File: config.mk
export PLATFORM = sky130hd
export DESIGN_NAME = router_out_fifo
export DESIGN_NICKNAME = d
export VERILOG_FILES = /design/src/rtl/router_pkg.sv /design/src/rtl/router_fifo_mem.sv /design/src/rtl/router_out_fifo.sv
export SDC_FILE = /design/constraint.sdc
export NUM_CORES = 1
export LEC_CHECK = 0
export ABC_AREA = 1
export ABC_CLOCK_PERIOD_IN_PS = 4990
export BUFFER_PORTS_ARGS = -buffer_cell sky130_fd_sc_hd__buf_2
export CORE_MARGIN = 2
export CORE_UTILIZATION = 40
export CTS_BUF_LIST = sky130_fd_sc_hd__clkbuf_2 sky130_fd_sc_hd__clkbuf_4 sky130_fd_sc_hd__clkbuf_8
export CTS_CLUSTER_SIZE = 28
export DETAILED_ROUTE_END_ITERATION = 10
export GPL_ROUTABILITY_DRIVEN = 0
export PLACE_DENSITY = 0.55
export SYNTH_ARGS = -nofsm -noshare
export SYNTH_HDL_FRONTEND = slang
export SYNTH_SLANG_ARGS = --single-unit
export TNS_END_PERCENT = 30
File: constraint.sdc
create_clock -name clock -period 4.99 [get_ports clock]
set_clock_uncertainty 0.1 [all_clocks]
set_input_delay 0.499 -clock clock [delete_from_list [all_inputs] [get_ports clock]]
set_output_delay 0.499 -clock clock [all_outputs]
set_load 0.01 [all_outputs]
File: src/rtl/router_pkg.sv
// Shared types and constants for the router output buffers.
package router_pkg;
  localparam int ROUTER_FIFO_DEPTH = 16;
  localparam int ROUTER_TIMEOUT    = 30;
  localparam int HDR_LEN_MSB       = 7;
  localparam int HDR_LEN_LSB       = 2;

  typedef struct packed {
    logic       hdr;
    logic [7:0] data;
  } fifo_entry_t;
endpackage

File: src/rtl/router_fifo_mem.sv
// Entry storage: one write port, registered read port (1-cycle latency), plus a head peek.
// No flow control here; the caller gates wr_en/rd_en.
module router_fifo_mem
  import router_pkg::*;
#(
  parameter  int DEPTH = ROUTER_FIFO_DEPTH,
  localparam int AW    = $clog2(DEPTH)
) (
  input  logic          clock,
  input  logic          rst,
  input  logic          clr,
  input  logic          wr_en,
  input  logic [AW-1:0] wr_addr,
  input  fifo_entry_t   wr_data,
  input  logic          rd_en,
  input  logic [AW-1:0] rd_addr,
  output fifo_entry_t   rd_head,
  output fifo_entry_t   rd_data
);
  fifo_entry_t mem_q [DEPTH];
  fifo_entry_t rd_q;

  always_ff @(posedge clock) begin
    if (wr_en) mem_q[wr_addr] <= wr_data;
  end

  always_ff @(posedge clock) begin
    if (!rst || clr)  rd_q <= '0;
    else if (rd_en)   rd_q <= mem_q[rd_addr];
  end

  // Packet tracking needs the entry being popped in the same cycle.
  assign rd_head = mem_q[rd_addr];
  assign rd_data = rd_q;
endmodule

File: src/rtl/router_out_fifo.sv
// Per-destination output FIFO: 1-cycle read latency; writes dropped when full,
// reads ignored when empty; self-flushes after TIMEOUT unserviced cycles.
module router_out_fifo
  import router_pkg::*;
#(
  parameter int DEPTH   = ROUTER_FIFO_DEPTH,
  parameter int WIDTH   = 8,
  parameter int TIMEOUT = ROUTER_TIMEOUT
) (
  input  logic             clock,
  input  logic             rst,
  input  logic             we,
  input  logic             lfd,
  input  logic [WIDTH-1:0] data_in,
  input  logic             read_enb,
  output logic [WIDTH-1:0] data_out,
  output logic             vld_out,
  output logic             full,
  output logic             empty,
  output logic             soft_rst,
  output logic             pkt_last
);
  localparam int AW = $clog2(DEPTH);

  logic [AW-1:0] wr_ptr_q, wr_ptr_d, rd_ptr_q, rd_ptr_d;
  logic [AW:0]   cnt_q, cnt_d;
  logic [5:0]    pkt_rem_q, pkt_rem_d;
  logic [4:0]    tmo_q, tmo_d;
  logic          soft_rst_q, soft_rst_d, pkt_last_q, pkt_last_d;
  logic          stall, tmo_hit, wr_ok, rd_ok;
  fifo_entry_t   wr_entry, rd_head, rd_data;

  assign empty   = (cnt_q == '0);
  assign full    = (cnt_q == (AW+1)'(DEPTH));
  assign vld_out = ~empty;

  assign stall   = vld_out & ~read_enb;
  assign tmo_hit = stall && (tmo_q == 5'(TIMEOUT - 1));
  // The flush wins over a concurrent write.
  assign wr_ok   = we & ~full & ~tmo_hit;
  assign rd_ok   = read_enb & ~empty;

  assign wr_entry = '{hdr: lfd, data: data_in};

  router_fifo_mem #(.DEPTH(DEPTH)) u_mem (
    .clock   (clock),
    .rst     (rst),
    .clr     (tmo_hit),
    .wr_en   (wr_ok),
    .wr_addr (wr_ptr_q),
    .wr_data (wr_entry),
    .rd_en   (rd_ok),
    .rd_addr (rd_ptr_q),
    .rd_head (rd_head),
    .rd_data (rd_data)
  );

  always_comb begin
    wr_ptr_d   = wr_ptr_q;
    rd_ptr_d   = rd_ptr_q;
    cnt_d      = cnt_q;
    pkt_rem_d  = pkt_rem_q;
    tmo_d      = tmo_q;
    soft_rst_d = 1'b0;
    pkt_last_d = 1'b0;
    if (tmo_hit) begin
      wr_ptr_d   = '0;
      rd_ptr_d   = '0;
      cnt_d      = '0;
      pkt_rem_d  = '0;
      tmo_d      = '0;
      soft_rst_d = 1'b1;
    end else begin
      if (wr_ok) wr_ptr_d = wr_ptr_q + AW'(1);
      if (rd_ok) begin
        rd_ptr_d = rd_ptr_q + AW'(1);
        // Header length covers payload; +1 accounts for the trailing parity byte.
        if (rd_head.hdr) begin
          pkt_rem_d = rd_head.data[HDR_LEN_MSB:HDR_LEN_LSB] + 6'd1;
        end else if (pkt_rem_q != 6'd0) begin
          pkt_rem_d  = pkt_rem_q - 6'd1;
          pkt_last_d = (pkt_rem_q == 6'd1);
        end
      end
      case ({wr_ok, rd_ok})
        2'b10:   cnt_d = cnt_q + (AW+1)'(1);
        2'b01:   cnt_d = cnt_q - (AW+1)'(1);
        default: cnt_d = cnt_q;
      endcase
      tmo_d = stall ? tmo_q + 5'd1 : 5'd0;
    end
  end

  always_ff @(posedge clock) begin
    if (!rst) begin
      wr_ptr_q   <= '0;
      rd_ptr_q   <= '0;
      cnt_q      <= '0;
      pkt_rem_q  <= '0;
      tmo_q      <= '0;
      soft_rst_q <= 1'b0;
      pkt_last_q <= 1'b0;
    end else begin
      wr_ptr_q   <= wr_ptr_d;
      rd_ptr_q   <= rd_ptr_d;
      cnt_q      <= cnt_d;
      pkt_rem_q  <= pkt_rem_d;
      tmo_q      <= tmo_d;
      soft_rst_q <= soft_rst_d;
      pkt_last_q <= pkt_last_d;
    end
  end

  assign data_out = rd_data.data;
  assign soft_rst = soft_rst_q;
  assign pkt_last = pkt_last_q;
endmodule

==> results.sh, run 1 <==
export IMPL_p_seq_share_pct=46.8
export IMPL_num_vias=5235
export IMPL_first_global_vias=5039
export IMPL_place_worst_setup_slack_ns=1.80
export IMPL_wirelength_mm=17.2
export IMPL_use_met1_pct=22.8
export IMPL_mostFrequentLayoutCells="nand2_1, edfxtp_1, nor2_1"
export IMPL_row_count=51
export IMPL_r2r_worst_path_cells=15
export IMPL_powerDensity_nw_per_um2=456
export IMPL_path_max_fanout=17
export IMPL_start_util_pct=40.5
export IMPL_hold_buffers=0
export IMPL_maxCapViolations=0
export IMPL_via_per_inst=5.01
export IMPL_design_area_sq_um=8500
export IMPL_worstMarginPinSlew_ns=1.23
export IMPL_start_kind="register"
export IMPL_dieArea_sq_um=20800
export IMPL_cts_resized=0
export IMPL_dpl_cell_area_sq_um=8120
export IMPL_antenna_found_initial=0
export IMPL_fin_crit_sh_pct=65.4
export IMPL_gr_total_overflow=0
export IMPL_critPathKind="register to register"
export IMPL_grt_util_met2_pct=29.6
export IMPL_min_period_ns=3.27
export IMPL_ir_drop_mv=0.184
export IMPL_cts_path_max_buffers=2
export IMPL_top_usage_layer="met2"
export IMPL_p_leak_nw=3.28
export IMPL_h_tree_depth=4
export IMPL_syn2layout_area_growth_pct=8.15
export IMPL_numCtsBuffers=17
export IMPL_hold_class="input pin to register"
export IMPL_rsz0062_at_grt="no"
export IMPL_port_buffers=25
export IMPL_worst_slack_ns=1.72
export IMPL_slowest_stage="ha_1"
export IMPL_hpwlAfterDp_mm=10.5
export IMPL_slew_violations=0
export IMPL_finalSetupTns_ns=0
export IMPL_crit_chain="nor2_1 -> nand4_2 -> nand2_1 -> inv_1 -> ha_1 -> xor2_1 -> ha_1 -> inv_1 -> nand2_1 -> nand2_1 -> o21ai_0 -> o21ai_0 -> a21oi_1 -> o21ai_0 -> a21oi_1"
export IMPL_slowest_delay_ns=0.40
export IMPL_wl_per_cell_um=16.4
export IMPL_swShare_pct=34.6
export IMPL_worstPathArrival_ns=3.56
export IMPL_power_switching_mw=1.34
export IMPL_cts_root_buffer="clkbuf_8"
export IMPL_async_flop_share_pct=0
export IMPL_status="complete, no violations"
export IMPL_worstSetupPathDepth=15
export IMPL_grt_max_degree=68
export IMPL_final_common_cell="nand2_1"
export IMPL_synth_edf_count=144
export IMPL_die_height_um=144
export IMPL_synthDistinctLibCells=33
export IMPL_slew_headroom_pct=17.8
export IMPL_drt_iter0_drc=349
export IMPL_nNetsFinal=793
export IMPL_design_portCount=26
export IMPL_grt_usage_pct=17.5
export IMPL_setup_viol=0
export IMPL_synth_sequential_area_ratio_pct=64.7
export IMPL_grtUsageMet3_pct=3.15
export IMPL_synth_nets=778
export IMPL_antennaDiodeCount=0
export IMPL_synth_ff_type="edfxtp_1"
export IMPL_syn_area_sq_um=7860
export IMPL_yosysWarnings=0
export IMPL_combPwrFrac_pct=28.5
export IMPL_p_clk_share_pct=24.8
export IMPL_placed_cells=1013
export IMPL_crit_family="compound AO/OA/AOI/OAI gates"
export IMPL_min_path_cells=3
export IMPL_grt_pass1_wl_mm=27.0
export IMPL_synthCells=752
export IMPL_cts_tree="built"
export IMPL_internal_power_mw=2.54
export IMPL_fmax_ghz=0.306
export IMPL_end_kind="register"
export IMPL_final_cells=1045
export IMPL_cp_buffers_inverters=2
export IMPL_clock_latency_ns=0.45
export IMPL_drc=0
export IMPL_coreArea_sq_um=19400
export IMPL_synth_avg_cell_area_sq_um=10.5
export IMPL_clock_sinks=182
export IMPL_drive_gt1_share_pct=10.3
export IMPL_hold_violations=0
export IMPL_cp_required_ns=5.28
export IMPL_die_x_um=144
export IMPL_clk_pin_slew_worst_paths_ns=0.09
export IMPL_first_pass_iters=5
export IMPL_antenna_left=0
export IMPL_ys_ff_latch=182
export IMPL_postCtsSetupBuffers=0
-- power groups by stage --
| stage | sequential (mW) | combinational (mW) | clock, mW |
|---|---|---|---|
| after CTS | 1.81 | 1.11 | 0.987 |
| after detailed placement | 1.85 | 1.11 | 0 |
| after floorplan | 1.83 | 0.870 | 0 |
| after global routing | 1.83 | 1.26 | 1.05 |
| after global placement | 1.84 | 1.09 | 0 |
| final | 1.81 | 1.11 | 0.961 |
-- Yosys cell counts, drive strengths merged, types with 2 or more instances --
library cell | count | share of area (%)
nand2 | 155 | 7.6
edfxtp | 144 | 55
nor2 | 92 | 4.4
inv | 82 | 4.0
nand3 | 67 | 4.3
o21ai | 54 | 3.4
dfxtp | 38 | 9.7
buf | 24 | 2.4
a21oi | 22 | 1.4
o211ai | 19 | 1.8
ha | 13 | 2.1
xor2 | 10 | 1.1
clkbuf | 8 | 0.38
o221ai | 6 | 0.67
xnor2 | 4 | 0.45
nand4 | 3 | 0.40
nor3 | 2 | 0.13
o21bai | 2 | 0.19
o22ai | 2 | 0.16
or2 | 2 | 0.16
-- metal layers --
layer / vias to the layer above / routed length (um) / share of wire, %
met1: 2565 / 8040 / 47
met4: 0 / 206 / 1.2
met3: 13 / 518 / 3.0
li1: 2563 / - / -
met2: 94 / 8400 / 49
met5: - / 0 / 0
-- area by class of cell --
| class | instances | area (sq um) |
|---|---|---|
| fillers | 1833 | 10900 |
| flip-flops and latches | 182 | 5090 |
| multi-input cells | 455 | 2230 |
| well taps | 265 | 332 |
| inverters | 83 | 319 |
| clock buffers | 19 | 249 |
| repair buffers | 28 | 148 |
| clock inverters | 13 | 133 |
-- metrics by stage --
| step | hold slack (ns) | power [mW] | util [%] |
|---|---|---|---|
| finish | 0.168 | 3.88 | 43.8 |
| global route | 0.145 | 4.13 | 43.8 |
| CTS | 0.131 | 3.91 | 43.8 |
| detailed placement | 0.352 | 2.96 | 41.9 |
| global placement | 0.338 | 2.93 | 41.9 |
| floorplan | 0.322 | 2.70 | - |
-- worst paths after layout --
kind	endpoint	slack (ns)	start
hold / removal	soft_rst$_SDFF_PN0_	0.17	rst
setup / recovery	cnt_q[4]$_SDFFE_PP0P_	1.72	cnt_q[0]$_SDFFE_PP0P_
setup reg to reg	cnt_q[4]$_SDFFE_PP0P_	1.72	cnt_q[0]$_SDFFE_PP0P_
hold reg to reg	cnt_q[4]$_SDFFE_PP0P_	0.38	cnt_q[4]$_SDFFE_PP0P_
-- worst register-to-register path, delay by kind of cell, from the launching register on --
kind / cells / cell delay [ns]
compound gates: 5 / 0.79
simple gates: 5 / 0.76
fa+ha+maj: 2 / 0.59
buf+inv: 2 / 0.38
flops: 1 / 0.36
xor+xnor: 1 / 0.22
-- flip-flops by register name (all words and copies together), names as in the netlist, named ones only --
| name | flops |
|---|---|
| u_mem.mem_q | 144 |
| u_mem.rd_data | 8 |
| pkt_rem_q | 6 |
| cnt_q | 5 |
| tmo_q | 5 |
| rd_ptr_q | 4 |
| wr_ptr_q | 4 |
| pkt_last | 1 |
| soft_rst | 1 |
-- logic make-up after synthesis --
family,Yosys count,synth area share [%]
fa+ha+maj,13,2.07
flops,182,64.7
simple gates,322,17.0
buf+inv,115,6.88
xor+xnor,14,1.56
compound gates,106,7.82
Power figures use the tool's default switching activity.
==> inputs of run 2 (changes only) <==
ABC_AREA = 0   (was 1)
ABC_CLOCK_PERIOD_IN_PS = 3050   (was 4990)
clock period = 3.05 ns   (was 4.99 ns; I/O delays follow)
==> run 2 against run 1 <==
  * Flip-flop and latch count did not move
  * Highest routed layer unchanged
  * Register-to-register slack got worse by 1.5 ns
  * Clock power rose by 55%
  * Via count fell by 22%
  * Global-route usage fell by 1.3 points
  * Hold slack got worse by 0.052 ns
  * Synthesized cell count fell by 39%
  * Critical path type unchanged
==> results.sh, run 2 <==
export IMPL_r2r_setup_slack_ns=0.19
export IMPL_slew_violations=0
export IMPL_grt_usage_pct=16.2
export IMPL_grt_max_degree=36
export IMPL_synth_avg_cell_area_sq_um=16.3
export IMPL_synth_compound_area_share_pct=4.35
export IMPL_wl_per_cell_um=20.1
export IMPL_mostFrequentLayoutCells="edfxtp_1, nor2_1, dfxtp_1"
export IMPL_coreArea_sq_um=18100
export IMPL_synth_edf_count=144
export IMPL_drt_iter0_drc=287
export IMPL_crit_chain="or4_4 -> nor2_4 -> o311a_1 -> inv_1 -> ha_1 -> xor2_1 -> ha_1 -> a21oi_2 -> nand3_1 -> o31ai_1 -> a21oi_1 -> or3_1 -> a21oi_1"
export IMPL_worstPathArrival_ns=3.15
export IMPL_fmax_ghz=0.349
export IMPL_async_flop_share_pct=0
export IMPL_syn2layout_area_growth_pct=12.9
export IMPL_die_height_um=140
export IMPL_port_buffers=25
export IMPL_clock_latency_ns=0.46
export IMPL_yosys_top_cells_count="edfxtp_1, dfxtp_1, nor2_1"
export IMPL_synth_top_cell_by_area="edfxtp_1"
export IMPL_swShare_pct=30.5
export IMPL_grt_util_met2_pct=26.4
export IMPL_synth_ff_type="edfxtp_1"
export IMPL_synthAdderAreaFrac_pct=2.18
export IMPL_synth_sequential_area_ratio_pct=68.3
export IMPL_start_kind="register"
export IMPL_h_tree_depth=4
export IMPL_cts_root_buffer="clkbuf_8"
export IMPL_cts_tree="built"
export IMPL_first_global_vias=3995
export IMPL_synthDistinctLibCells=49
export IMPL_largest_register_ffs=144
export IMPL_via_per_inst=5.34
export IMPL_drc=0
export IMPL_powerDensity_nw_per_um2=712
export IMPL_muxShareOfSynthArea_pct=13.6
export IMPL_slew_headroom_pct=29.5
export IMPL_grtUsageMet3_pct=4.51
export IMPL_synth_top_family_by_area="multiplexers"
export IMPL_worstMarginPinSlew_ns=1.03
export IMPL_seqCellArea_sq_um=5090
export IMPL_synth_top_area_share_pct=58.1
export IMPL_synth_nets=483
export IMPL_start_util_pct=41.2
export IMPL_wirelength_mm=15.3
export IMPL_ys_ff_latch=182
export IMPL_drive_gt1_share_pct=23.6
export IMPL_final_common_cell="edfxtp_1"
export IMPL_num_vias=4060
export IMPL_antenna_left=0
export IMPL_clock_sinks=182
export IMPL_slowest_stage="or4_4"
export IMPL_grt_pass1_wl_mm=23.3
export IMPL_p_leak_nw=2.82
export IMPL_multi_input_comb_area_sq_um=2190
export IMPL_fillerInstances=1545
export IMPL_cts_path_max_buffers=2
export IMPL_internal_power_mw=4.16
export IMPL_gr_total_overflow=0
export IMPL_yosysMostFrequentCell="edfxtp_1"
export IMPL_min_period_ns=2.86
export IMPL_antenna_found_initial=1
export IMPL_cp_buffers_inverters=1
export IMPL_slowest_delay_ns=0.57
export IMPL_end_kind="register"
export IMPL_cts_resized=0
export IMPL_finalPower_mw=5.99
export IMPL_nNetsFinal=543
export IMPL_synthCells=457
export IMPL_hold_class="input pin to register"
export IMPL_place_worst_setup_slack_ns=0.133
export IMPL_fin_crit_sh_pct=93.9
export IMPL_first_pass_iters=4
export IMPL_clk_pin_slew_worst_paths_ns=0.10
export IMPL_use_met1_pct=21.5
export IMPL_design_portCount=26
export IMPL_critPathKind="register to register"
export IMPL_path_max_fanout=5
export IMPL_row_count=49
export IMPL_syn_area_sq_um=7450
export IMPL_power_switching_mw=1.82
export IMPL_yosys_area_share_simple_pct=7.39
export IMPL_maxCapViolations=0
export IMPL_numCtsBuffers=17
export IMPL_dieArea_sq_um=19700
export IMPL_top_register="u_mem.mem_q"
export IMPL_p_clk_share_pct=24.8
export IMPL_yosysWarnings=0
export IMPL_synth_xor_area_share_pct=1.76
export IMPL_rsz0062_at_grt="no"
export IMPL_synthTopCellsByArea="edfxtp_1, dfxtp_1, mux4_2, mux4_1, ha_1"
export IMPL_crit_family="simple AND/OR/NAND/NOR gates"
export IMPL_setup_viol=0
export IMPL_finalSetupTns_ns=0
export IMPL_hold_violations=0
export IMPL_worst_slack_ns=0.185
export IMPL_combPwrFrac_pct=25.9
export IMPL_hpwlAfterDp_mm=10.1
export IMPL_p_seq_share_pct=49.2
export IMPL_top_usage_layer="met2"
export IMPL_die_x_um=140
export IMPL_ir_drop_mv=0.307
export IMPL_status="complete, no violations"
export IMPL_cp_required_ns=3.33
-- run 2: cell count changes after synthesis, sizes merged, moves of 6 or more --
cell,delta
a22oi,+11
buf,-11
inv,-69
mux2i,+9
mux4,+38
nand2,-120
nand3,-59
nor2,-54
o211ai,-18
o21ai,-47
o221ai,-6
-- run 2: final cells by class --
cell class | instances | share of cell area (%)
clock inverters | 12 | 1.16
flip-flops and latches | 182 | 60.5
repair buffers | 61 | 5.03
diodes | 1 | 0.0298
inverters | 13 | 0.580
multi-input cells | 242 | 26.1
clock buffers | 20 | 3.20
well taps | 229 | 3.41
-- run 2: stage by stage --
stage                     cells  instance area [sq um]  util [%]  hold WS [ns]
after floorplan             457                   7470         -         0.304
after global placement      725                   8020      44.3         0.344
after detailed placement    725                   8020      44.3         0.348
after CTS                   758                   8400      46.4        0.0948
after global routing        760                   8410      46.5        0.0936
final                       760                   8410      46.5         0.116
-- run 2: layer usage --
metal / up-vias / part of all wire [%]
met1: 2071 / 44
met2: 83 / 49
met5: - / 0
met4: 0 / 1.6
met3: 13 / 4.9
li1: 1893 / -
-- run 2: power by group through the flow --
stage	Combinational, mW	Clock (mW)	Sequential, mW
final	1.55	1.49	2.95
after global placement	1.52	0	2.99
after floorplan	1.12	0	3.00
after CTS	1.56	1.53	2.95
after detailed placement	1.55	0	3.00
after global routing	1.72	1.65	2.97
-- run 2: worst register-to-register path, cell delays in order (launching register included) --
cell and delay, ns:
dfxtp_1 0.36, or4_4 0.57, nor2_4 0.12, o311a_1 0.20, inv_1 0.06, ha_1 0.20
xor2_1 0.15, ha_1 0.20, a21oi_2 0.16, nand3_1 0.10, o31ai_1 0.07, a21oi_1 0.07
or3_1 0.30, a21oi_1 0.14
-- run 2: worst paths after layout --
check                                                    from  cells after the start                            end
worst min register to register  u_mem.rd_data[3]$_SDFFE_PP0P_                      2  u_mem.rd_data[3]$_SDFFE_PP0P_
worst max register to register          cnt_q[3]$_SDFFE_PP0P_                     13          cnt_q[4]$_SDFFE_PP0P_
worst max-delay path                    cnt_q[3]$_SDFFE_PP0P_                     13          cnt_q[4]$_SDFFE_PP0P_
worst min-delay path                               data_in[0]                      1    u_mem.mem_q[4][0]$_DFFE_PP_
-- run 2: cells by family after synthesis --
logic type,after synthesis
mux,48
buf+inv,33
compound gates,50
flops,182
simple gates,116
xor+xnor,15
fa+ha+maj,13
-- run 2: timing repair --
action	CTS	global route
setup buffers	0	1
hold buffers	1	0
endpoints found under the setup margin	0	1
endpoints found under the hold margin	1	0
